$ cat src/rtl/pattern_tx.sv
// Serial pattern transmitter: sends a latched WIDTH-bit pattern MSB-first,
// holding each bit for D clocks and repeating the whole pattern R times.
module pattern_tx #(
    parameter int WIDTH = 7,
    parameter int DIV_W = 16,
    parameter int RPT_W = 8
) (
    input  logic             sys_clk,
    input  logic             sys_rst_n,
    input  logic             start,
    input  logic             abort,
    input  logic [WIDTH-1:0] pattern_in,
    input  logic [DIV_W-1:0] bit_div,
    input  logic [RPT_W-1:0] repeat_cnt,
    output logic             seq_signal,
    output logic             seq_valid,
    output logic             busy,
    output logic             done
);

    localparam int IW = $clog2(WIDTH + 1);
    localparam logic [IW-1:0] LAST_IDX = IW'(WIDTH - 1);

    typedef enum logic {IDLE, SEND} state_t;

    state_t           state;
    logic [WIDTH-1:0] pat_lat;
    logic [WIDTH-1:0] shreg;
    logic [WIDTH-1:0] sh_next;
    logic [DIV_W-1:0] div_lat;
    logic [DIV_W-1:0] bit_cnt;
    logic [RPT_W-1:0] rpt_left;
    logic [IW-1:0]    bit_idx;
    logic             end_bit;
    logic             last_bit;
    logic             last_rep;

    // bit_cnt counts 0..D-1 within a bit; rpt_left holds repetitions still to send
    assign sh_next  = shreg << 1;
    assign end_bit  = (bit_cnt == div_lat - DIV_W'(1));
    assign last_bit = (bit_idx == LAST_IDX);
    assign last_rep = (rpt_left == RPT_W'(1));

    always_ff @(posedge sys_clk or negedge sys_rst_n) begin
        if (!sys_rst_n) begin
            state      <= IDLE;
            pat_lat    <= '0;
            shreg      <= '0;
            div_lat    <= '0;
            bit_cnt    <= '0;
            rpt_left   <= '0;
            bit_idx    <= '0;
            seq_signal <= 1'b0;
            seq_valid  <= 1'b0;
            busy       <= 1'b0;
            done       <= 1'b0;
        end else begin
            done <= 1'b0;
            case (state)
                IDLE: begin
                    // abort wins over a simultaneous start
                    if (start && !abort) begin
                        pat_lat    <= pattern_in;
                        shreg      <= pattern_in;
                        div_lat    <= (bit_div == '0) ? DIV_W'(1) : bit_div;
                        rpt_left   <= (repeat_cnt == '0) ? RPT_W'(1) : repeat_cnt;
                        bit_cnt    <= '0;
                        bit_idx    <= '0;
                        seq_signal <= pattern_in[WIDTH-1];
                        seq_valid  <= 1'b1;
                        busy       <= 1'b1;
                        state      <= SEND;
                    end
                end
                SEND: begin
                    if (abort) begin
                        state      <= IDLE;
                        seq_signal <= 1'b0;
                        seq_valid  <= 1'b0;
                        busy       <= 1'b0;
                    end else if (!end_bit) begin
                        bit_cnt <= bit_cnt + DIV_W'(1);
                    end else begin
                        bit_cnt <= '0;
                        if (!last_bit) begin
                            shreg      <= sh_next;
                            seq_signal <= sh_next[WIDTH-1];
                            bit_idx    <= bit_idx + IW'(1);
                        end else if (!last_rep) begin
                            // seamless reload: next repetition's MSB follows directly
                            shreg      <= pat_lat;
                            seq_signal <= pat_lat[WIDTH-1];
                            bit_idx    <= '0;
                            rpt_left   <= rpt_left - RPT_W'(1);
                        end else begin
                            state      <= IDLE;
                            seq_signal <= 1'b0;
                            seq_valid  <= 1'b0;
                            busy       <= 1'b0;
                            done       <= 1'b1;
                        end
                    end
                end
                default: state <= IDLE;
            endcase
        end
    end

endmodule

$ cat config.mk
export PLATFORM = sky130hd
export DESIGN_NAME = pattern_tx
export DESIGN_NICKNAME = d
export VERILOG_FILES = /design/src/rtl/pattern_tx.sv
export SDC_FILE = /design/constraint.sdc
export NUM_CORES = 1
export LEC_CHECK = 0
export ABC_AREA = 1
export CORE_MARGIN = 5
export CORE_UTILIZATION = 50
export CTS_CLUSTER_DIAMETER = 50
export DETAILED_ROUTE_END_ITERATION = 16
export GPL_TIMING_DRIVEN = 0
export MAX_ROUTING_LAYER = met4
export PLACE_DENSITY = 0.81
export SETUP_SLACK_MARGIN = 0.02
export SLEW_MARGIN = 20
export SYNTH_ARGS = -nofsm -noshare
export SYNTH_HDL_FRONTEND = slang
export SYNTH_SLANG_ARGS = --single-unit
$ cat constraint.sdc
create_clock -name sys_clk -period 2.9 [get_ports sys_clk]
set_input_delay 0.58 -clock sys_clk [delete_from_list [all_inputs] [get_ports sys_clk]]
set_output_delay 0.58 -clock sys_clk [all_outputs]
set_load 0.02 [all_outputs]
* Word-level counts from Yosys, hierarchy flattened
Cells that the tools add are included.
** Word-level totals
- Register bits :: 60
- Bits of input ports :: 35
- Output and inout bits :: 4
- Logic and storage cells :: 84
** Operators by class
- Add/sub/neg operators :: 4
- Equal/unequal tests :: 12
- Muxes and demuxes :: 47
- Bitwise gates (word level) :: 1
- Reductions and logical operators :: 10
** Operator list (number)
- 16-bit 2-to-1 mux :: 4
- 8-bit 2-to-1 mux :: 6
- 16-bit case mux with 2 select lines :: 1
- 6-bit 2-to-1 mux :: 5
- 1-bit 2-to-1 mux :: 20
- 16-bit by 1-bit adder with 16-bit output, second input constant :: 1
- 16-bit equality test :: 1
- 16-bit logical NOT :: 1
- 8-bit case mux with 2 select lines :: 1
- 16-bit by 1-bit subtractor with 16-bit output, second input constant :: 1
- 3-bit 2-to-1 mux :: 5
- 6-bit case mux with 2 select lines :: 1
- 3-bit by 2-bit != test with 1-bit output, second input constant :: 3
- 8-bit by 1-bit equality test with 1-bit output, second input constant :: 1
- 8-bit logical NOT :: 1
- 4-bit AND reduction :: 2
- 8-bit by 1-bit subtractor with 8-bit output, second input constant :: 1
- 2-bit != test, second input constant :: 3
- 1-bit case mux with 2 select lines :: 3
- 3-bit case mux with 2 select lines :: 1
- 2-bit AND reduction :: 3
- 5-bit AND reduction :: 1
- 2-bit by 1-bit != test with 1-bit output, second input constant :: 2
- 3-bit by 1-bit adder with 3-bit output, second input constant :: 1
- 5 further kinds :: 5

* Depth between registers and ports, before layout
- Word-level depth :: 6
- Depth in mapped cells :: 16
- Depth with buffers taken out :: 16

* Worst setup path before layout
Ideal clock, no wire load.
- Path type :: reg2reg
- From :: reg div_lat[0]
- To :: reg state
- Library setup time :: 0.134 ns
- Arrival :: 1.835 ns
- Data required time :: 2.766 ns
- Slack :: 0.931 ns
- Stages on the path, launching flop included :: 15
- Path buffers :: 1
- Period minus slack after synthesis :: 1.969 ns
- Cells stage by stage :: dfrtp_1 inv_1 ha_1 nand2_2 nor2_4 nand2_1 nand2_1 nand2_1 nor2_2 nand2_1 nor2_2 nand2_4 nand2_4 buf_6 nand3_1
** On the way
- Longest elaborated chain between the ends :: 5
** RTL lines
- start, declared :: RTL line 30 : logic [DIV_W-1:0] div_lat;
- start signal, assigned :: RTL line 65 : div_lat <= (bit_div == '0) ? DIV_W'(1) : bit_div;
- 16-bit by 1-bit subtractor with 16-bit output :: RTL line 40 : assign end_bit = (bit_cnt == div_lat - DIV_W'(1));
- 16-bit equality test :: RTL line 40
- 1-bit 2-to-1 mux :: RTL line 81 : end else if (!end_bit) begin
- 1-bit 2-to-1 mux :: RTL line 76 : if (abort) begin
- 1-bit case mux with 2 select lines :: RTL line 59 : case (state)
- end signal, assigned :: RTL line 46 : state <= IDLE;
- end signal, assigned :: RTL line 72 : state <= SEND;
- end signal, assigned :: RTL line 77 : state <= IDLE;
- end, declared :: RTL line 26 : state_t state;
No other way between the ends.
A chain may end at the register's enable or synchronous reset.

* Final worst setup path
- From :: reg div_lat[0]
- To :: reg rpt_left[6]
** On the way
- Longest elaborated chain between the ends :: 4
** RTL lines
- 16-bit by 1-bit subtractor with 16-bit output :: RTL line 40
- 16-bit equality test :: RTL line 40
- 2-bit by 1-bit != test with 1-bit output (no source line)
- 5-bit AND reduction (no source line)
- end signal, assigned :: RTL line 66 : rpt_left <= (repeat_cnt == '0) ? RPT_W'(1) : repeat_cnt;
- end signal, assigned :: RTL line 94 : rpt_left <= rpt_left - RPT_W'(1);
- end, declared :: RTL line 32 : logic [RPT_W-1:0] rpt_left;
No other way between the ends.

==> run metrics <==
outcome=completed; Power Dens Cells=771 mW/mm2; CP Launch Type=flip-flop; Syn Area/Cell=just over 7 um2; Critical Path RT=about 3.2 ns; Synth Instances=approximately 530; worst r2r src=div_lat[0]; crit path capture type=flip-flop; GPL Wtd Cong=0.957; post-synth cell types=37; # clock sinks=60; Die Width=just under 100 um; worst slew pin tran=0.585 ns; drt first pass iters=5; wire length per cell=around 14 um; global-route usage over all layers=between 20% and 30%; first-pass GRT wire length=16700 um; Clock Tree Root=clkbuf_8; max cap viols=0; placeable core region=roughly 0.0073 mm2; worst hold path type=in -> async; crit path launch=div_lat[0]; Ys Warns=0; CP max FO=9; initial antenna violation count=0; Routed WL=around 9900 um; DR iter-0 viols=271; # resized after CTS=0; CTS Hold Bufs=0; fill count=approximately 640; mean number of vias per cell=around 5.5; #FFs+latches synth=60; CP Capture Point=rpt_left[6]; htree depth=3; CTS Buf Count=9; placed instance count=670; Skew-Pair Late Insertion Delay=0.35 ns; Clock Skew=between 0.007 and 0.008 ns; setup ws final=a little over 0.5 ns; Peak Freq=approximately 420 MHz; ANT nets after route=0; Layout Nets=around 620; reg-to-reg slack, setup=between 0.5 and 0.6 ns; Synth area leaders=dfrtp_1 40%, nand2_1 17%, nor2_1 5.4%; share of layout cells above drive strength 1=under 10%; RSZ-0062 raised after global routing=false; clk slew on worst S/H paths=~0.070 ns; IO Pins=39; Critical Path AT=roughly 2.7 ns; area grow syn2layout=19.6%; remaining global-route overflow=0; Detailed Place HPWL=about 7300 um; Die Span Y=roughly 100 um; Max clock buf depth=2; area leader, netlist=dfrtp_1; largest net degree at the start of global routing=35; prevailing post-synth register cell=dfrtp_1; commonest cells in the synthesized netlist=172 x nand2_1, 60 x dfrtp_1, 55 x nor2_1; cell with the most instances after synthesis=nand2_1; Die Area=0.00944 mm2; pre-CTS WS=between 0.3 and 0.4 ns; syn nets=between 500 and 600; max-slew violation count=0; IO buf count=38; hold_ws=roughly 0.15 ns; DRC violations left=0; Design Power=between 3 and 4 mW; standard-cell row count=31; post-CTS setup buffers=0; Pleak=~2.1 nW; Worst Reg2Reg Path Length in Cells=14; Post-synth EDFFs=0; CTS tree=built; FF-to-FF End=rpt_left[6]; Async S/R FF share, synth=100%; vias in the first global route=about 3700; crit share post-route=around 82%; Util after Layout=a little over 60%; Hold Violations, Final=0; worst vdd ir=0.436 mV; Yosys top cell area share=39.5%; Finished Layout Cells=between 600 and 700; kind of critical path=reg -> reg; Ant. Diodes=0; vias post-DR=3750; min cycle time layout=between 2 and 2.5 ns; post-synthesis sequential area ratio=39.5%; initial core utilization=51.8%; final setup violation count=0; Mapped Area=0.00380 mm2; Max-slew headroom=61.0%
-- cells in the final DEF (no fill, tap or decap), types with 3 or more instances in the layout --
cell type        synthesis  final
ha_1                     4      4
nor4_1                   6      6
o21ai_0                 32     32
clkdlybuf4s50_1          0     37
nand2_4                  3      3
clkbuf_1                 9      9
dfrtp_1                 60     60
nand2_1                172    172
o22ai_1                 16     16
nand2_2                  4      4
clkbuf_8                 0     11
nor2_1                  55     55
nand4_1                 15     15
inv_1                   52     52
a21oi_1                  4      4
nor3_1                   7      7
buf_4                    2      3
nand3b_1                 6      6
nor2_2                   8      8
nand3_1                 33     33
xor2_1                  14     14
a31oi_1                  3      3
xnor2_1                  8      8
-- cells by family after synthesis --
logic type      share of synthesized area (%)
fa+ha+maj                                1.32
flops                                    39.5
compound gates                           9.29
xor+xnor                                 5.07
buf+inv                                  6.82
simple gates                             38.0
-- how the worst min path moves through the flow --
stage          startpoint    endpoint  slack (ns)  cells past startpoint
2_1_floorplan   sys_rst_n  bit_cnt[0]        0.28                      0
3_3_place_gp     shreg[0]    shreg[0]        0.45                      2
3_5_place_dp     shreg[3]    shreg[3]        0.45                      2
4_1_cts         sys_rst_n    shreg[2]        0.15                      1
5_1_grt         sys_rst_n    shreg[2]        0.16                      1
6_report        sys_rst_n    shreg[2]        0.15                      1
-- stage by stage --
| step | TNS (ns) | instance area [um2] |
|---|---|---|
| final | 0 | 4550 |
| after global routing | 0 | 4550 |
| after CTS | 0 | 4550 |
| after detailed placement | 0 | 4320 |
| after global placement | -40.88 | 4300 |
| after floorplan | 0 | 3800 |
-- registers in the layout, summed over array words and instances (netlist names) --
| name | cells |
|---|---|
| bit_cnt | 16 |
| div_lat | 16 |
| rpt_left | 8 |
| pat_lat | 7 |
| shreg | 6 |
| bit_idx | 3 |
| busy | 1 |
| done | 1 |
| seq_signal | 1 |
| state | 1 |
-- per-layer routing --
| metal | vias up | GRT usage (%) | routed length, um |
|---|---|---|---|
| li1 | 1827 | - | - |
| met1 | 1784 | 25.9 | 4130 |
| met2 | 126 | 37.1 | 5050 |
| met3 | 13 | 4.59 | 548 |
| met4 | 0 | 10.5 | 169 |
| met5 | - | - | 0 |
-- power by group --
group          switching, mW  internal (mW)
Clock                  0.343          0.524
Combinational          0.813          0.518
Sequential             0.231           1.08
Total                   1.39           2.12
-- area by class of cell --
type / instances / area [um2] / area share (%)
clock inverter: 4 / 72.6 / 1.60
inverter: 52 / 195 / 4.29
timing repair buffer: 39 / 398 / 8.75
tap: 99 / 124 / 2.73
sequential: 60 / 1500 / 33.0
buffer: 13 / 63.8 / 1.40
clock buffer: 11 / 151 / 3.33
multi-input combinational: 407 / 2040 / 44.9
-- worst max-delay path, cell delays in order (launching register included) --
cell and delay, ns:
dfrtp_1 0.40, inv_1 0.18, ha_1 0.24, nand2_2 0.11
nor2_4 0.22, nand3b_1 0.10, nand2_1 0.11, nand2_1 0.06
nor2_1 0.11, nand3_1 0.15, nor2_1 0.16, nand2_2 0.17
nand2_4 0.17, nand2_1 0.07, nand2_1 0.06
Power figures use the tool's default switching activity.
